File: src/rtl/cpu_pkg.sv
// rtl/cpu_pkg.sv - opcode byte type and opcode constants shared by the CPU core
package cpu_pkg;

  typedef logic [7:0] opcode_t;

  // Register math
  localparam opcode_t ADD    = 8'h10;
  localparam opcode_t SUB    = 8'h12;
  localparam opcode_t MULTL  = 8'h14;
  localparam opcode_t MULTH  = 8'h16;
  localparam opcode_t LS     = 8'h20;
  localparam opcode_t RS     = 8'h22;
  localparam opcode_t ROR    = 8'h24;

  // Immediate math
  localparam opcode_t ADDI   = 8'h11;
  localparam opcode_t SUBI   = 8'h13;
  localparam opcode_t MULTLI = 8'h15;
  localparam opcode_t MULTHI = 8'h17;
  localparam opcode_t LSI    = 8'h21;
  localparam opcode_t RSI    = 8'h23;
  localparam opcode_t RORI   = 8'h25;

  // Memory
  localparam opcode_t LDI    = 8'h81;
  localparam opcode_t LDB    = 8'h85;
  localparam opcode_t STI    = 8'h83;
  localparam opcode_t STB    = 8'h87;

  // Control transfer
  localparam opcode_t BNEQ   = 8'h33;
  localparam opcode_t BLTZ   = 8'h35;
  localparam opcode_t BGTZ   = 8'h37;
  localparam opcode_t BLEZ   = 8'h39;
  localparam opcode_t BGEZ   = 8'h3B;
  localparam opcode_t JMP    = 8'h3D;
  localparam opcode_t JMPI   = 8'h3F;

  localparam opcode_t NOP    = 8'h00;

endpackage

File: src/rtl/cpu_control.sv
// rtl/cpu_control.sv - combinational instruction decoder with optional sticky illegal-opcode flag
// Optional feature macro: CPU_CONTROL_STICKY_ERR_EN (implements the err_sticky flop).
module cpu_control
  import cpu_pkg::*;
(
  input  logic        clk,
  input  logic        rst_n,
  input  logic [31:0] instr,
  output logic [7:0]  alu_op,
  output logic        alu_imm_src,
  output logic        rf_write_en,
  output logic        datamem_write_en,
  output logic        datamem_read_en,
  output logic        rf_write_mem_src,
  output logic        pc_src,
  output logic        pc_jmp_src,
  output logic        err,
  output logic        err_sticky
);

  opcode_t opcode;
  assign opcode = instr[31:24];

  always_comb begin
    alu_op           = 8'h00;
    alu_imm_src      = 1'b0;
    rf_write_en      = 1'b0;
    datamem_write_en = 1'b0;
    datamem_read_en  = 1'b0;
    rf_write_mem_src = 1'b0;
    pc_src           = 1'b0;
    pc_jmp_src       = 1'b0;
    err              = 1'b0;
    case (opcode)
      ADD, SUB, MULTL, MULTH, LS, RS, ROR: begin
        alu_op      = opcode;
        rf_write_en = 1'b1;
      end
      ADDI, SUBI, MULTLI, MULTHI, LSI, RSI, RORI: begin
        alu_op      = opcode;
        alu_imm_src = 1'b1;
        rf_write_en = 1'b1;
      end
      LDI, LDB: begin
        alu_op           = opcode;
        alu_imm_src      = 1'b1;
        rf_write_en      = 1'b1;
        datamem_read_en  = 1'b1;
        rf_write_mem_src = 1'b1;
      end
      STI, STB: begin
        alu_op           = opcode;
        alu_imm_src      = 1'b1;
        datamem_write_en = 1'b1;
      end
      // Branch condition is resolved downstream from ALU flags.
      BNEQ, BLTZ, BGTZ, BLEZ, BGEZ, JMP: begin
        alu_op = opcode;
        pc_src = 1'b1;
      end
      JMPI: begin
        alu_op     = opcode;
        pc_src     = 1'b1;
        pc_jmp_src = 1'b1;
      end
      NOP: begin
      end
      default: begin
        err = 1'b1;
      end
    endcase
  end

`ifdef CPU_CONTROL_STICKY_ERR_EN
  logic err_sticky_q;

  always_ff @(posedge clk or negedge rst_n) begin
    if (!rst_n) begin
      err_sticky_q <= 1'b0;
    end else begin
      err_sticky_q <= err_sticky_q | err;
    end
  end

  assign err_sticky = err_sticky_q;

  logic unused_instr_bits;
  assign unused_instr_bits = &{1'b0, instr[23:0]};
`else
  assign err_sticky = 1'b0;

  logic unused_inputs;
  assign unused_inputs = &{1'b0, clk, rst_n, instr[23:0]};
`endif

endmodule

File: config.mk
export PLATFORM = sky130hd
export DESIGN_NAME = cpu_control
export DESIGN_NICKNAME = d
export VERILOG_FILES = /design/src/rtl/cpu_pkg.sv /design/src/rtl/cpu_control.sv
export SDC_FILE = /design/constraint.sdc
export NUM_CORES = 1
export LEC_CHECK = 0
export ABC_AREA = 1
export CAP_MARGIN = 30
export CORE_AREA = 3 3 40 42
export DETAILED_ROUTE_END_ITERATION = 7
export DIE_AREA = 0 0 43 45
export DONT_BUFFER_PORTS = 1
export REMOVE_ABC_BUFFERS = 1
export SYNTH_ARGS = -nofsm -noshare
export SYNTH_HDL_FRONTEND = slang
export SYNTH_SLANG_ARGS = --single-unit
export TNS_END_PERCENT = 100
File: constraint.sdc
create_clock -name vclk -period 1
set_clock_uncertainty 0.1 [all_clocks]
set_input_delay 0.15 -clock vclk [all_inputs]
set_output_delay 0.15 -clock vclk [all_outputs]
set_load 0.005 [all_outputs]
==> load_flow_metrics.sql, run 1 <==
INSERT INTO impl_metrics (metric_group, metric, value, unit) VALUES
('run_status', 'run_status', 'finished, violations left', ''),
('run_status', 'violations', 'setup timing', ''),
('synth', 'compound_cell_area_share_of_the_yosys_netlist', '0.0404', ''),
('grt', 'total_global_routing_overflow', '0', ''),
('grt', 'grt_usage', '0.120', ''),
('sta', 'fin_hold_ws', '0.267', 'ns'),
('power_and_ir_drop', 'largest_vdd_supply_drop', '0.119', 'mV'),
('critical_path', 'path_delay_family', 'simple AND/OR/NAND/NOR gates', ''),
('power_and_ir_drop', 'power.combinational.fraction', '1.000', ''),
('synth', 'synthesis.instances', '82', ''),
('layout', 'antennaDiodeCount', '0', ''),
('layout', 'fin_nets', '133', ''),
('power_and_ir_drop', 'power_leakage', '0.406', 'nW'),
('die', 'die_area', '0.00194', 'sq mm'),
('sta', 'finalSetupTns', '-1.78', 'ns'),
('die', 'rows', '13', ''),
('sta', 'report.final.hold_viol_count', '0', ''),
('die', 'pin_count', '51', ''),
('die', 'core_area', '0.00128', 'sq mm'),
('sta', 'final-max-slew-violation-count', '0', ''),
('grt', 'grt_max_degree', '8', ''),
('placed_design', 'gp_congestion', '0.846', ''),
('synth', 'synth-seq-area-share', '0', ''),
('critical_path', 'crit_path_max_incr_delay', '0.13', 'ns'),
('critical_path', 'cell_repeated_most_along_the_worst_path', 'sky130_fd_sc_hd__nand2_2', ''),
('placed_design', 'place.detailed.hpwl', '929', 'um'),
('run', 'max_cap_viol_count', '0', ''),
('sta', 'rsz0062_at_grt', 'yes', ''),
('drt', 'average_wire_length_per_cell_after_detail_routing', '11.1', 'um'),
('critical_path', 'end_kind', 'output pin', ''),
('layout', 'clock_buffer_instance_count_of_the_final_layout', '0', ''),
('power_and_ir_drop', 'p_clk_frac', '0', ''),
('synth', 'post_synth_and_or_nand_nor_area_fraction', '0.727', ''),
('power_and_ir_drop', 'power_density', '249', 'mW/mm^2'),
('drt', 'num_vias', '512', ''),
('critical_path', 'worstPathCellList', 'nor2_4 > buf_6 > nand2_4 > nand2_2 > nand2_2 > nand2_2 > nand2_4 > nand3_4 > nand2_2 > inv_2', ''),
('drt', 'detail_route.first_pass.iterations', '2', ''),
('drt', 'route.detailed.vias_per_inst', '4.57', ''),
('layout', 'flops_and_latches', '0', ''),
('sta', 'layout_setup_ws', '-0.217', 'ns'),
('synth', 'avgSynthCellArea', '4.91', 'sq um'),
('critical_path', 'timing.critical_path.arrival', '0.97', 'ns'),
('layout', 'register_area', '0', 'sq um'),
('synth', 'synth_top_family_by_area', 'simple AND/OR/NAND/NOR gates', ''),
('power_and_ir_drop', 'sequential_power_share', '0', ''),
('drt', 'first_iter_violations', '2', ''),
('sta', 'finalSetupViolations', '10', ''),
('synth', 'synth-xor-area-share', '0', ''),
('die', 'fp.dieW', '43', 'um'),
('power_and_ir_drop', 'net-switching-power', '0.0924', 'mW'),
('layout', 'layout.cells.most_common', 'sky130_fd_sc_hd__nand2_2', ''),
('placed_design', 'portBuffers', '0', ''),
('critical_path', 'critical-path-slowest-cell', 'sky130_fd_sc_hd__nor2_4', ''),
('synth', 'synth.lib_cells_used.distinct', '15', ''),
('layout', 'multi_input_combinational_cell_area', '419', 'sq um'),
('critical_path', 'cp-startpoint', 'instr[31]', ''),
('die', 'die_h', '45', 'um'),
('critical_path', 'required', '0.75', 'ns'),
('min_path', 'holdCritStartpoint', 'instr[24]', ''),
('min_path', 'min_path_type', 'input port to output pin', ''),
('layout', 'final.fill_count', '133', ''),
('power_and_ir_drop', 'p_int', '0.0696', 'mW'),
('synth', 'total_standard_cell_area_after_synthesis', '403', 'sq um'),
('sta', 'post-route-min-period', '1.22', 'ns'),
('critical_path', 'worst_setup_path_start_kind', 'input port', ''),
('critical_path', 'path_buf_inv', '2', ''),
('drt', 'drt_wl_total', '1240', 'um'),
('synth', 'yosysWarningCount', '0', ''),
('synth', 'synth_mux_area_frac', '0', ''),
('layout', 'final_cell_mix', 'sky130_fd_sc_hd__nand2_2 (17), sky130_fd_sc_hd__buf_4 (12), sky130_fd_sc_hd__inv_2 (11)', ''),
('die', 'floorplan.initialDensity', '0.314', '');
cell usage after synthesis (all sizes together):
library cell | instances | area (sq um)
o21ai | 2 | 10.0
conb | 1 | 3.75
nor2 | 18 | 87.6
inv | 18 | 67.6
nor3 | 2 | 10.0
a31oi | 1 | 6.26
nand2 | 32 | 145
nand3 | 5 | 50.0
buf | 3 | 22.5
metal layers:
metal | global-route usage | vias up | part of all wire
li1 | - | 267 | -
met1 | 0.162 | 230 | 0.39
met2 | 0.219 | 15 | 0.54
met3 | 0.0159 | 0 | 0.069
met4 | 0 | 0 | 0
met5 | 0 | - | 0
worst paths after layout:
path / to / slack [ns] / depth (start not counted)
hold / removal: alu_op[0] / 0.27 / 2
setup / recovery: alu_op[4] / -0.22 / 10
area by class of cell:
type / count / share of cell area
multi-input combinational: 62 / 0.643
tap: 15 / 0.0288
timing repair buffer: 17 / 0.225
inverter: 18 / 0.104
power groups by stage:
stage	registers, mW	logic (mW)	clock network, mW
floorplan	0	0.0765	0
global placement	0	0.119	0
CTS	0	0.131	0
detailed placement	0	0.120	0
finish	0	0.162	0
global route	0	0.179	0
stage by stage:
step	util	cell area, sq um	power [mW]	cells
after floorplan	-	384	0.0765	80
after global placement	0.401	515	0.119	110
after detailed placement	0.401	515	0.120	110
after CTS	0.439	564	0.131	111
after global routing	0.507	652	0.179	112
final	0.507	652	0.162	112
kinds of logic (layout without fill, tap and decap cells):
family | Yosys count | count (layout)
other cells | 1 | 2
simple gates | 57 | 57
compound gates | 3 | 3
buf+inv | 21 | 35
repair_timing:
action / CTS / global route
setup endpoints to repair: 14 / 14
buffers inserted: 1 / 1
gates cloned: 0 / 0
resized for setup: 13 / 33
pin swaps: 9 / 11
No activity file was read; power rests on OpenSTA's default activity.
==> run 2, diff against run 1 <==
- CORE_AREA: 3 3 40 42 -> 8 8 45 47
- DIE_AREA: 0 0 43 45 -> 0 0 53 55
- REMOVE_ABC_BUFFERS: 1 -> unset
==> run 2 against run 1 <==
- the run still ends with setup timing left
- core utilization down 1.0 points
- setup slack worse by 0.019 ns
- first-iteration DRC count grew to 5.5 times the previous value
- power rose by 9.6%
- non-clock buffer count grew 4
- via count rose by 7.0%
- sequential share of layout area unchanged
- combinational power increased by 9.9%
- maximum frequency down 1.5%
- largest power group unchanged
- highest routed layer unchanged
==> load_flow_metrics.sql, run 2 (synthesized netlist as in run 1, its figures left out) <==
INSERT INTO impl_metrics (metric_group, metric, value, unit) VALUES
('layout', 'register_area', '0', 'sq um'),
('critical_path', 'worstPathMaxFanout', '7', ''),
('sta', 'post-route-period-util', '1.24', ''),
('layout', 'fin_nets', '137', ''),
('die', 'rows', '14', ''),
('sta', 'rsz0062_at_grt', 'yes', ''),
('cts', 'cts_hold_repair.buffers', '0', ''),
('layout', 'final.fill_count', '149', ''),
('die', 'pin_count', '51', ''),
('sta', 'finalSetupTns', '-1.90', 'ns'),
('critical_path', 'setup.worst_path.class', 'input port to output pin', ''),
('layout', 'final_cell_mix', 'sky130_fd_sc_hd__nand2_1 (17), sky130_fd_sc_hd__buf_4 (17), sky130_fd_sc_hd__inv_2 (8), sky130_fd_sc_hd__inv_1 (8), sky130_fd_sc_hd__nand2_2 (8)', ''),
('grt', 'grt_pass1_vias', '471', ''),
('drt', 'route.detailed.vias_per_inst', '4.68', ''),
('grt', 'grt_max_degree', '8', ''),
('die', 'die_h', '55', 'um'),
('layout', 'layout.cell_area.non_filler', '688', 'sq um'),
('drt', 'detail_route.first_pass.iterations', '6', ''),
('power_and_ir_drop', 'power_leakage', '0.444', 'nW'),
('grt', 'total_global_routing_overflow', '0', ''),
('run', 'max_cap_viol_count', '0', ''),
('layout', 'fraction_of_layout_instances_using_a_drive_strength_above_1', '0.624', ''),
('run_status', 'run_status', 'finished, violations left', ''),
('drt', 'first_iter_violations', '11', ''),
('placed_design', 'place.detailed.instances', '112', ''),
('layout', 'finalNonFillerCells', '117', ''),
('layout', 'antennaDiodeCount', '0', ''),
('drt', 'detail-route-antenna-nets', '0', ''),
('min_path', 'min_path_type', 'input port to output pin', ''),
('placed_design', 'gp_congestion', '0.821', ''),
('grt', 'first_pass_grt_wire_length', '2060', 'um'),
('sta', 'post-route-min-period', '1.24', 'ns'),
('sta', 'finalSetupViolations', '11', ''),
('placed_design', 'place.detailed.hpwl', '1030', 'um'),
('die', 'die_area', '0.00292', 'sq mm'),
('critical_path', 'timing.critical_path.arrival', '0.99', 'ns'),
('layout', 'flow.area_growth_from_synthesis', '70.8', '%'),
('drt', 'drt_wl_total', '1500', 'um'),
('grt', 'grt_antenna_before_repair', '0', ''),
('die', 'fp.dieW', '53', 'um'),
('min_path', 'hold-path-cell-count', '2', ''),
('die', 'core_area', '0.00138', 'sq mm'),
('power_and_ir_drop', 'power_density', '258', 'mW/mm^2'),
('sta', 'fin_hold_ws', '0.268', 'ns'),
('sta', 'report.final.hold_viol_count', '0', ''),
('sta', 'final-max-slew-violation-count', '0', ''),
('power_and_ir_drop', 'largest_vdd_supply_drop', '0.119', 'mV'),
('sta', 'layout_setup_ws', '-0.236', 'ns'),
('placed_design', 'placement_stage_cell_area', '542', 'sq um'),
('critical_path', 'worst_setup_path_start_kind', 'input port', ''),
('critical_path', 'crit_end', 'alu_op[4]', ''),
('grt', 'grt_usage', '0.0866', ''),
('critical_path', 'cp-startpoint', 'instr[31]', ''),
('drt', 'drt_drc_violations_left', '0', ''),
('die', 'floorplan.initialDensity', '0.291', ''),
('sta', 'timing.fmax', '809', 'MHz'),
('critical_path', 'required', '0.75', 'ns'),
('run_status', 'violations', 'setup timing', ''),
('drt', 'num_vias', '548', ''),
('layout', 'flops_and_latches', '0', ''),
('layout', 'clock_buffer_instance_count_of_the_final_layout', '0', ''),
('placed_design', 'portBuffers', '0', ''),
('drt', 'average_wire_length_per_cell_after_detail_routing', '12.9', 'um'),
('critical_path', 'end_kind', 'output pin', ''),
('layout', 'postLayoutCoreUtil', '0.497', '');
## run 2: cell types whose count changed in the layout (fill, tap and decap cells not counted), sizes merged
| cell | delta |
|---|---|
| buf | +4 |
## run 2: area by class of cell
class	count	area (sq um)	area share
Multi-Input combinational cell	62	423	0.615
Timing Repair Buffer	21	173	0.251
Tap cell	16	20.0	0.0291
Inverter	18	72.6	0.105
## run 2: through the flow
step	worst slack (ns)	power (mW)
final	-0.236	0.178
after global routing	-0.302	0.191
after CTS	-0.180	0.140
after detailed placement	-0.220	0.129
after global placement	-0.183	0.128
after floorplan	-0.101	0.0873
## run 2: worst max-delay path, cell delays in order
cell and delay [ns]:
sky130_fd_sc_hd__nor2_4 0.13, sky130_fd_sc_hd__buf_6 0.13, sky130_fd_sc_hd__nand2_4 0.05, sky130_fd_sc_hd__nand2_1 0.06
sky130_fd_sc_hd__nand2_1 0.07, sky130_fd_sc_hd__nand2_2 0.09, sky130_fd_sc_hd__nand2_4 0.06, sky130_fd_sc_hd__nand3_4 0.11
sky130_fd_sc_hd__nand2_1 0.07, sky130_fd_sc_hd__inv_1 0.07
## run 2: report_power, final
group          switching (mW)  internal [mW]
clock                       0              0
sequential                  0              0
combinational          0.0982         0.0793
total                  0.0982         0.0793
## run 2: routing by layer
| layer | up-vias | wire length (um) | track usage |
|---|---|---|---|
| li1 | 276 | - | - |
| met1 | 254 | 522 | 0.104 |
| met4 | 0 | 0 | 0 |
| met5 | - | 0 | 0 |
| met3 | 0 | 91 | 0.00802 |
| met2 | 18 | 891 | 0.170 |
## run 2: worst min path at each step
| stage | startpoint | endpoint | slack (ns) |
|---|---|---|---|
| after floorplan | instr[24] | alu_op[0] | 0.28 |
| after global placement | instr[27] | alu_op[3] | 0.29 |
| after detailed placement | instr[27] | alu_op[3] | 0.29 |
| after CTS | instr[27] | alu_op[3] | 0.29 |
| after global routing | instr[25] | alu_op[1] | 0.28 |
| final | instr[25] | alu_op[1] | 0.27 |
## run 2: repair_timing
item	in CTS	in global routing
setup buffers	2	4
gates resized for setup	9	29
setup endpoints to repair	11	14
pin swaps	4	10
==> run 3, diff against run 2 <==
- clock period: 1 -> 1.3 ns (I/O delays scaled with it)
==> run 3 against run 2 <==
- the run now ends clean
- sequential cell count unchanged
- cell area down 28%
- via count down 16%
- count of clock-buffer cells in the layout unchanged
- critical path depth down 2
- largest cell class unchanged
- largest power group unchanged
==> load_flow_metrics.sql, run 3 (synthesized netlist as in run 1, its figures left out) <==
INSERT INTO impl_metrics (metric_group, metric, value, unit) VALUES
('run_status', 'run_status', 'finished clean', ''),
('critical_path', 'critical-path-slowest-cell', 'sky130_fd_sc_hd__nor2_4', ''),
('grt', 'grt.busiest_layer', 'met2', ''),
('critical_path', 'end_kind', 'output pin', ''),
('drt', 'drt_drc_violations_left', '0', ''),
('grt', 'global_route.usage.met1', '0.0860', ''),
('grt', 'grt_pass1_vias', '432', ''),
('die', 'floorplan.initialDensity', '0.291', ''),
('power_and_ir_drop', 'power_density', '185', 'mW/mm^2'),
('critical_path', 'worstPathCellList', 'nor2_4 > buf_6 > nand2_4 > o21ai_1 > nand2_2 > nand3_4 > nand2_1 > inv_2', ''),
('sta', 'rsz0062_at_grt', 'yes', ''),
('layout', 'multi_input_combinational_cell_area', '362', 'sq um'),
('layout', 'antennaDiodeCount', '0', ''),
('critical_path', 'crit_path_max_incr_delay', '0.13', 'ns'),
('placed_design', 'gp_congestion', '0.843', ''),
('layout', 'final_cell_mix', 'sky130_fd_sc_hd__nand2_1 (17), sky130_fd_sc_hd__nand2_2 (12), sky130_fd_sc_hd__nor2_1 (11)', ''),
('critical_path', 'worst_setup_path_start_kind', 'input port', ''),
('grt', 'grt_usage', '0.0747', ''),
('sta', 'report.final.hold_viol_count', '0', ''),
('layout', 'register_area', '0', 'sq um'),
('critical_path', 'path_delay_family', 'simple AND/OR/NAND/NOR gates', ''),
('drt', 'detail_route.first_pass.iterations', '4', ''),
('die', 'die_h', '55', 'um'),
('run', 'max_cap_viol_count', '0', ''),
('layout', 'final.fill_count', '160', ''),
('min_path', 'min_path_type', 'input port to output pin', ''),
('critical_path', 'worstPathMaxFanout', '7', ''),
('sta', 'timing.fmax', '775', 'MHz'),
('drt', 'first_iter_violations', '11', ''),
('critical_path', 'timing.critical_path.arrival', '1.00', 'ns'),
('die', 'rows', '14', ''),
('layout', 'clock_buffer_instance_count_of_the_final_layout', '0', ''),
('layout', 'flow.area_growth_from_synthesis', '23.6', '%'),
('power_and_ir_drop', 'power_leakage', '0.338', 'nW'),
('grt', 'grt_max_degree', '8', ''),
('placed_design', 'portBuffers', '0', ''),
('power_and_ir_drop', 'largest_vdd_supply_drop', '0.0717', 'mV'),
('drt', 'average_wire_length_per_cell_after_detail_routing', '11.6', 'um'),
('sta', 'post-route-min-period', '1.29', 'ns'),
('layout', 'fin_nets', '122', ''),
('sta', 'finalSetupViolations', '0', ''),
('sta', 'final-max-slew-violation-count', '0', ''),
('layout', 'postLayoutCoreUtil', '0.360', ''),
('placed_design', 'place.detailed.hpwl', '931', 'um'),
('drt', 'num_vias', '459', ''),
('drt', 'detail-route-antenna-nets', '0', ''),
('die', 'core_area', '0.00138', 'sq mm'),
('layout', 'fraction_of_layout_instances_using_a_drive_strength_above_1', '0.453', ''),
('drt', 'drt_wl_total', '1180', 'um'),
('grt', 'total_global_routing_overflow', '0', ''),
('grt', 'gr-usage-met2', '0.143', ''),
('die', 'die_area', '0.00292', 'sq mm'),
('drt', 'route.detailed.vias_per_inst', '4.50', ''),
('layout', 'flops_and_latches', '0', ''),
('die', 'pin_count', '51', ''),
('critical_path', 'setup.worst_path.class', 'input port to output pin', ''),
('critical_path', 'required', '1.00', 'ns'),
('power_and_ir_drop', 'totalPowerFinal', '0.0921', 'mW'),
('grt', 'grt_antenna_before_repair', '0', ''),
('die', 'fp.dieW', '53', 'um'),
('grt', 'first_pass_grt_wire_length', '1780', 'um'),
('sta', 'fin_hold_ws', '0.359', 'ns'),
('grt', 'globalRouteMet3Util', '0.0187', ''),
('sta', 'post-route-period-util', '0.993', ''),
('critical_path', 'path_buf_inv', '2', ''),
('layout', 'layout.cells.most_common', 'sky130_fd_sc_hd__nand2_1', '');
==> run 3: cell count changes in the layout (fill, tap and decap cells not counted), sizes merged <==
cell and change:
buf -15
==> run 3: area by class of cell <==
type,count,share of cell area
inverter,18,0.136
multi-input combinational,62,0.726
tap,16,0.0402
timing repair buffer,6,0.0980
==> run 3: final timing paths <==
kind | to | depth (start not counted) | startpoint
max | alu_op[5] | 8 | instr[30]
min | alu_op[2] | 2 | instr[26]
==> run 3: metal layers <==
metal | vias up | wire, um
met4 | 0 | 0
met2 | 15 | 576
met1 | 201 | 496
li1 | 243 | -
met5 | - | 0
met3 | 0 | 110
==> run 3: per-stage QoR <==
stage / setup TNS (ns) / cell area [sq um] / instances / setup WS [ns]
after detailed placement: -0.224 / 442 / 101 / -0.0480
final: 0 / 498 / 102 / 0.00948
after CTS: 0 / 462 / 102 / 0.0104
after floorplan: 0 / 407 / 83 / 0.0790
after global routing: -0.248 / 498 / 102 / -0.0463
after global placement: -0.315 / 442 / 101 / -0.0527
==> run 3: report_power, final <==
part	internal, mW	total [mW]	switching (mW)
logic	0.0346	0.0921	0.0574
clock network	0	0	0
registers	0	0	0
==> run 3: what timing repair did <==
item                                   4_1_cts  5_1_grt
endpoints found under the hold margin        0        0
setup endpoints to repair                    6        8
hold buffers                                 0        0
pin swaps                                    4        6
gates resized for setup                      4       17
buffers inserted                             1        0
